<file path="src/rtl/modn_updown_count.sv">
// Parametrised modulo-N up/down counter with synchronous clamped load,
// wrap or saturate at the bounds, combinational terminal count and sticky overflow.
module modn_updown_count #(
    parameter int WIDTH    = 4,
    parameter int MODULUS  = 12,
    parameter bit SATURATE = 1'b0
) (
    input  logic             clk,
    input  logic             rst,
    input  logic             load,
    input  logic [WIDTH-1:0] in,
    input  logic             en,
    input  logic             up,
    output logic [WIDTH-1:0] q,
    output logic             tc,
    output logic             ovf
);

    if (MODULUS < 2 || MODULUS > (1 << WIDTH)) begin : g_bad_modulus
        $error("modn_updown_count: MODULUS must be in 2..2**WIDTH");
    end

    // One extra bit so MODULUS == 2**WIDTH is representable in compares.
    localparam logic [WIDTH:0] MODV = MODULUS[WIDTH:0];
    localparam logic [WIDTH:0] MAXV = MODV - 1'b1;

    logic [WIDTH:0]   q_ext;
    logic [WIDTH:0]   q_inc;
    logic [WIDTH:0]   in_ext;
    logic             at_top;
    logic             at_bot;
    logic [WIDTH-1:0] q_nxt;
    logic             ovf_nxt;

    assign q_ext  = {1'b0, q};
    assign q_inc  = q_ext + 1'b1;
    assign in_ext = {1'b0, in};
    assign at_top = (q_inc == MODV);
    assign at_bot = (q == '0);
    assign tc     = en & (up ? at_top : at_bot);

    always_comb begin
        q_nxt   = q;
        ovf_nxt = ovf;
        if (load) begin
            q_nxt   = (in_ext < MODV) ? in : MAXV[WIDTH-1:0];
            ovf_nxt = 1'b0;
        end else if (en) begin
            if (up) begin
                if (at_top) begin
                    ovf_nxt = 1'b1;
                    q_nxt   = SATURATE ? q : '0;
                end else begin
                    q_nxt = q_inc[WIDTH-1:0];
                end
            end else begin
                if (at_bot) begin
                    ovf_nxt = 1'b1;
                    q_nxt   = SATURATE ? q : MAXV[WIDTH-1:0];
                end else begin
                    q_nxt = q - 1'b1;
                end
            end
        end
    end

    always_ff @(posedge clk or posedge rst) begin
        if (rst) begin
            q   <= '0;
            ovf <= 1'b0;
        end else begin
            q   <= q_nxt;
            ovf <= ovf_nxt;
        end
    end

endmodule

</file>
<file path="config.mk">
export PLATFORM = sky130hd
export DESIGN_NAME = modn_updown_count
export DESIGN_NICKNAME = d
export VERILOG_FILES = /design/src/rtl/modn_updown_count.sv
export SDC_FILE = /design/constraint.sdc
export NUM_CORES = 1
export LEC_CHECK = 0
export CAP_MARGIN = 25
export CORE_AREA = 2 2 39 41
export CTS_CLUSTER_SIZE = 10
export DETAILED_ROUTE_END_ITERATION = 6
export DIE_AREA = 0 0 41 43
export GPL_TIMING_DRIVEN = 0
export RECOVER_POWER = 25
export SYNTH_ARGS = -nofsm -noshare
export SYNTH_HDL_FRONTEND = slang
export SYNTH_SLANG_ARGS = --single-unit
</file>
<file path="constraint.sdc">
create_clock -name clk -period 2.25 [get_ports clk]
set_clock_uncertainty 0.2 [all_clocks]
set_input_delay 0.45 -clock clk [delete_from_list [all_inputs] [get_ports clk]]
set_output_delay 0.45 -clock clk [all_outputs]
set_load 0.03 [all_outputs]
</file>
Word level (Yosys, flattened, before mapping)
Index checks and enable logic that the tools add are counted.
Storage, ports and cells
  register bits: 5
  bits in latches: 0
  output and inout port bits: 6
  logic and storage cells: 24
  bits in read-only memories: 0
  memories: 0
  bits in writable memories: 0
  bits of input ports: 9
Cells by class
  add/sub/neg operators: 2
  $lt $le $gt $ge: 1
  muxes and demuxes: 12
  reduce and logical (&&, ||, !) cells: 4
  divide/modulo/power cells: 0
  equality and inequality tests: 2
  $mul: 0
  shift operators: 0
  bitwise gates (word level): 1
Operator list (count)
  two-way mux 4 bit: 6
  two-way mux 1 bit: 6
  adder 4 x 1 -> 5 bit, second input constant: 1
  equality test 5 x 4 -> 1 bit, second input constant: 1
  logical NOT 4 bit: 1
  less-than comparator 4 bit, second input constant: 1
  subtractor 4 x 1 -> 4 bit, second input constant: 1
  inequality test 3 x 2 -> 1 bit, second input constant: 1
  AND reduction 3 bit: 1
  nonzero test 3 bit: 1
  nonzero test 2 bit: 1
  AND 1 bit: 1

Longest topological paths before layout
Gate-level depths: netlist of run 1.
  depth in word-level cells: 6
  gate-level depth with buffers: 6
  gate-level depth less buffers: 6

Worst setup path after synthesis of run 1
OpenSTA, ideal clock, no wires.
  path kind: register to output
  start point: register q[0]
  end point: output port tc
  data required time: 1.600 ns
  path buffers: 0
  arrival: 1.379 ns
  path slack: 0.221 ns
  cell stages (with the launch flop): 5
  path through: dfrtp_1 inv_1 ha_1 nor3b_1 o211a_1
On the way
  word-level cells in the longest chain between the ends: 4
  elaborated cells on any way between the ends: 5
  those cells by class: add/sub (1); eq/ne (1); mux (1); bitwise (1); reduce/logical (1)
RTL lines
  from (decl): line 14  | output logic [WIDTH-1:0] q,
  from (signal assigned): line 72  | q <= q_nxt;
  adder 4 x 1 -> 5 bit: line 36  | assign q_inc = q_ext + 1'b1;
  equality test 5 x 4 -> 1 bit: line 38  | assign at_top = (q_inc == MODV);
  two-way mux 1 bit *: line 40  | assign tc = en & (up ? at_top : at_bot);
  AND 1 bit *: line 40
  to (decl): line 15  | output logic tc,
Every way passes the cells marked *; elsewhere a longest branch is shown, timed or not.

Final worst setup path of run 1
Ends and elaborated chain as after synthesis.

==> metrics.cfg, run 1 <==
[synth]
seq_area_frac_synth_pct=30.6
yosys.area.top_type=dfrtp_1
synth_cell_types=24
synth.area.top_cells=dfrtp_1 31%, a21oi_1 8.6%, ha_1 6.1%
syn-mean-instance-area_um2=8.02
synthesis.area_um2=409
synth.top_cell.area_share_pct=30.6
yosys_warnings=0
netlist_instances=51
ys_ff_latch=5
synthesis.nets=62

[sta]
fin_crit_sh_pct=95.9
relSlewSlack_pct=73.9
whs_ps=312
worst_slew_pin_slew_ps=392
fin_setup_tns_ps=0
finalHoldViolCount=0
period_needed_ps=2160
fmax_ghz=0.463
finalSetupViolCount=0
slew_violations=0

[worst_setup_path]
worstSetupPathType=register to output port
worstPathArrival_ps=1510
r2r-start=q[0]$_DFFE_PP0P_
startpoint_type=register
crit_fanout=7
endpoint_kind=output port
startpoint=q[0]$_DFFE_PP0P_
required_ps=1600

[floorplanning]
core_um2=1380
chipWidth_um=41
die_h_um=43
start_util_pct=29.6
io_pins=15
die-area_um2=1760
rows=14

[clocking]
clkLatencyLatePin_ps=240
postCtsSetupRepairBufs=0
htree_levels=1
cts_sinks=5
cts_hold_buf=0
cts_tree=built
cts_buffers=3
path_clk_slew_ps=40
root_buffer=clkbuf_4
ctsLongestPathBuffers=2

[routing]
via_per_inst=4.91
vias=403
route.detailed.drc=0
drt_iter0_markers=6
postRouteAntennaNets=0
drtPass1Iterations=4
wire_per_inst_um=11.1
wirelength_um=912

[pwr]
power.density_nw_per_um2=647
p_leak_uw=0.000258
totalPowerFinal_uw=372
irDropWorstVdd_v=0.000233

[placed_design]
port_buffers=11
dp.cells=78
globalplace.congestion=0.687
hpwlAfterDp_um=681

[global_route]
grt_pass1_wl_um=1440
antenna_found_initial=0
overflow=0
met3_usage_pct=3.14
grtUsageMet1_pct=17.7
grtUsageTotal_pct=12.1
grt_start_max_net_pins=11
grt_pass1_vias=341
gr-usage-met2_pct=15.0
busiest_layer=met1

[final_layout]
final_util_pct=41.6
final_common_cell=clkdlybuf4s50_1
fin_cells=82
regArea_um2=128
antennaDiodeCount=0
most-common-layout-cells=9 x clkdlybuf4s50_1, 7 x a21oi_1, 5 x nor2_1, 4 x inv_1
multi_input_area_um2=253
syn_to_final_growth_pct=40.7
fill_cells=141
drive_gt1_share_pct=19.7
nNetsFinal=78

[worst_hold_path]
hold_class=register to register
worstHoldStart=ovf$_DFFE_PP0P_

[run_status]
run_status=finished, final reports clean

[job]
maxCapViolations=0

[cell type report]
type | count | area share, %
Sequential cell | 5 | 22.2
Tap cell | 16 | 3.48
Clock buffer | 4 | 4.57
Multi-Input combinational cell | 37 | 43.9
Timing Repair Buffer | 11 | 18.7
Buffer | 4 | 3.91
Inverter | 5 | 3.26
[Yosys cell counts]
master,count
nor4_1,1
ha_1,2
dfrtp_1,5
a21oi_1,7
a311o_1,1
and3_1,2
xor2_1,2
nor2b_1,1
inv_2,1
a31oi_1,1
o21bai_2,1
nand3b_1,1
nor3b_1,2
nor2_1,5
o211a_1,1
buf_4,2
mux2i_1,1
nand2b_1,1
o31ai_1,3
o22ai_1,1
clkbuf_1,2
nand2_1,3
o21ai_0,1
inv_1,4
[report_power, final]
group	switching, µW	leakage, µW	internal, µW
Combinational	79.5	0.000184	69.3
Clock	36.8	0.0000150	67.1
Sequential	17.3	0.0000582	102
[metrics by stage]
stage	cell area, µm²	worst slack [ps]
after global placement	539	-183
after detailed placement	539	-229
after global routing	576	-0.198
after floorplan	409	221
after CTS	562	0.578
final	576	92.2
[timing repair]
| item | in CTS | in global routing |
|---|---|---|
| gates cloned | 0 | 0 |
| setup endpoints to repair | 1 | 1 |
| gates resized for setup | 6 | 6 |
[final timing paths]
check | to | slack (ps) | cells after the start
min in group asynchronous | q[3]$_DFFE_PP0P_ | 340 | 2
max in group asynchronous | q[1]$_DFFE_PP0P_ | 1320 | 2
setup reg to reg | q[3]$_DFFE_PP0P_ | 540 | 6
hold / removal | ovf$_DFFE_PP0P_ | 310 | 2
hold reg to reg | ovf$_DFFE_PP0P_ | 310 | 2
setup / recovery | tc | 90 | 5
[critical path: stages (launching register included)]
cell and delay, ps:
dfrtp_2 440, inv_1 90, ha_2 210, nor3b_2 150, o211a_1 210, buf_4 170
[sequential cells by signal, summed over array words and instances (netlist names)]
name	flops
q	4
ovf	1
[cells by family (layout without fill, tap and decap cells)]
group	after synthesis	after routing	share of synthesized area, %
buffers and inverters	9	24	10.1
multiplexers	1	1	2.45
AND/OR/NAND/NOR	16	16	20.5
XOR/XNOR	2	2	4.28
flip-flops	5	5	30.6
AO/OA/AOI/OAI	16	16	26.0
adder cells (fa/ha/maj)	2	2	6.12
[routing by layer]
layer,share of wire (%),vias up
li1,-,209
met1,49,180
met2,47,14
met3,3.6,0
met4,0,0
met5,0,-
No activity file was read; power rests on OpenSTA's default activity.
==> inputs of run 2 (changes only) <==
Settings changed: CTS_BUF_LIST set to sky130_fd_sc_hd__clkbuf_4.
==> run 2 against run 1 <==
  * Clock power is 12% higher
  * Cell count stayed put
  * Worst hold slack stayed put
  * Combinational power hardly changed
==> metrics.cfg, run 2 (synthesis gave the netlist of run 1 again) <==
[clocking]
cts_tree=built
clkLatencyLatePin_ps=240
root_buffer=clkbuf_4
postCtsSetupRepairBufs=0
htree_levels=1
cts_sinks=5
ctsLongestPathBuffers=2
cts_buffers=3
path_clk_slew_ps=40

[routing]
postRouteAntennaNets=0
vias=397
drtPass1Iterations=4
wire_per_inst_um=11.2
route.detailed.drc=0
drt_iter0_markers=6
via_per_inst=4.84
wirelength_um=922

[worst_setup_path]
endpoint_kind=output port
worstSetupPathType=register to output port
r2r-start=q[0]$_DFFE_PP0P_
crit_fanout=7
required_ps=1600
r2r_cells=6
r2r-end=q[3]$_DFFE_PP0P_
worstPathArrival_ps=1530
rrSetupSlack_ps=540
startpoint_type=register

[pwr]
p_leak_uw=0.000263
irDropWorstVdd_v=0.000233
power.density_nw_per_um2=666

[placed_design]
dp.cells=78
globalplace.congestion=0.687
port_buffers=11
place_ws_ps=-229
hpwlAfterDp_um=681

[floorplanning]
start_util_pct=29.6
die_h_um=43
die-area_um2=1760
chipWidth_um=41
core_um2=1380
io_pins=15
rows=14

[sta]
whs_ps=312
fin_crit_sh_pct=96.7
worst_slew_pin_slew_ps=381
relSlewSlack_pct=74.6
rsz0062_at_grt=no
period_needed_ps=2180
finalSetupViolCount=0
fin_setup_tns_ps=0
finalHoldViolCount=0
fmax_ghz=0.460
setup_ws_ps=73.8
slew_violations=0

[final_layout]
most-common-layout-cells=9 x clkdlybuf4s50_1, 7 x a21oi_1, 5 x nor2_1, 4 x inv_1, 4 x clkbuf_4
syn_to_final_growth_pct=41.0
antennaDiodeCount=0
largest_reg_flops=4
final_common_cell=clkdlybuf4s50_1
largestRegisters=q x4, ovf x1
multi_input_area_um2=250
regArea_um2=128
final_util_pct=41.7
fill_cells=142
drive_gt1_share_pct=19.7
largest-register=q
nNetsFinal=78
fin_cells=82

[global_route]
overflow=0
grtUsageTotal_pct=12.0
antenna_found_initial=0
grt_pass1_wl_um=1440
grt_pass1_vias=340
grt_start_max_net_pins=11

[job]
maxCapViolations=0

[worst_hold_path]
hold_class=register to register
min_delay_worst_endpoint=ovf$_DFFE_PP0P_
worstHoldStart=ovf$_DFFE_PP0P_
hold_depth=2

[run_status]
run_status=finished, final reports clean

[run 2: cell types whose count changed in the layout (fill, tap and decap cells not counted)]
cell,delta
ha_2,-1
ha_1,+1
clkbuf_1,-1
clkbuf_4,+1
[run 2: what timing repair did]
action	in CTS	in global routing
resized for setup	7	3
endpoints found under the hold margin	0	0
hold buffers	0	0
endpoints found under the setup margin	1	1
[run 2: power breakdown]
group	leakage [µW]	internal [µW]	total (µW)	switching, µW
clock	0.0000184	79.1	116	37.1
sequential	0.0000582	102	120	17.3
combinational	0.000186	68.7	148	79.6
[run 2: layout make-up]
type,instances,area share (%)
sequential,5,22.1
buffer,4,3.90
multi-input combinational,37,43.4
tap,16,3.47
timing repair buffer,11,18.7
inverter,5,3.25
clock buffer,4,5.21
[run 2: how the worst max path moves through the flow]
stage | start | to | depth (start not counted)
5_1_grt | q[0]$_DFFE_PP0P_ | tc | 5
6_report | q[0]$_DFFE_PP0P_ | tc | 4
3_3_place_gp | q[0]$_DFFE_PP0P_ | tc | 5
4_1_cts | q[1]$_DFFE_PP0P_ | tc | 5
3_5_place_dp | q[0]$_DFFE_PP0P_ | tc | 5
2_1_floorplan | q[0]$_DFFE_PP0P_ | tc | 4
[run 2: routing by layer]
| metal | global-route usage (%) | part of all wire (%) | vias to the layer above |
|---|---|---|---|
| met1 | 17.4 | 49 | 173 |
| met2 | 15.0 | 47 | 15 |
| met5 | 0 | 0 | - |
| met4 | 8.00 | 0 | 0 |
| li1 | - | - | 209 |
| met3 | 3.14 | 3.6 | 0 |
[run 2: worst max-delay path: stages, from the launching register on]
cell and delay, ps:
dfrtp_2 460, ha_1 250, and3_1 170, o211a_1 230, buf_4 170
[run 2: metrics by stage]
step                instance area [µm²]  total power, µW
CTS                                 568              387
finish                              577              384
global route                        577              415
floorplan                           409              215
global placement                    539              263
detailed placement                  539              266
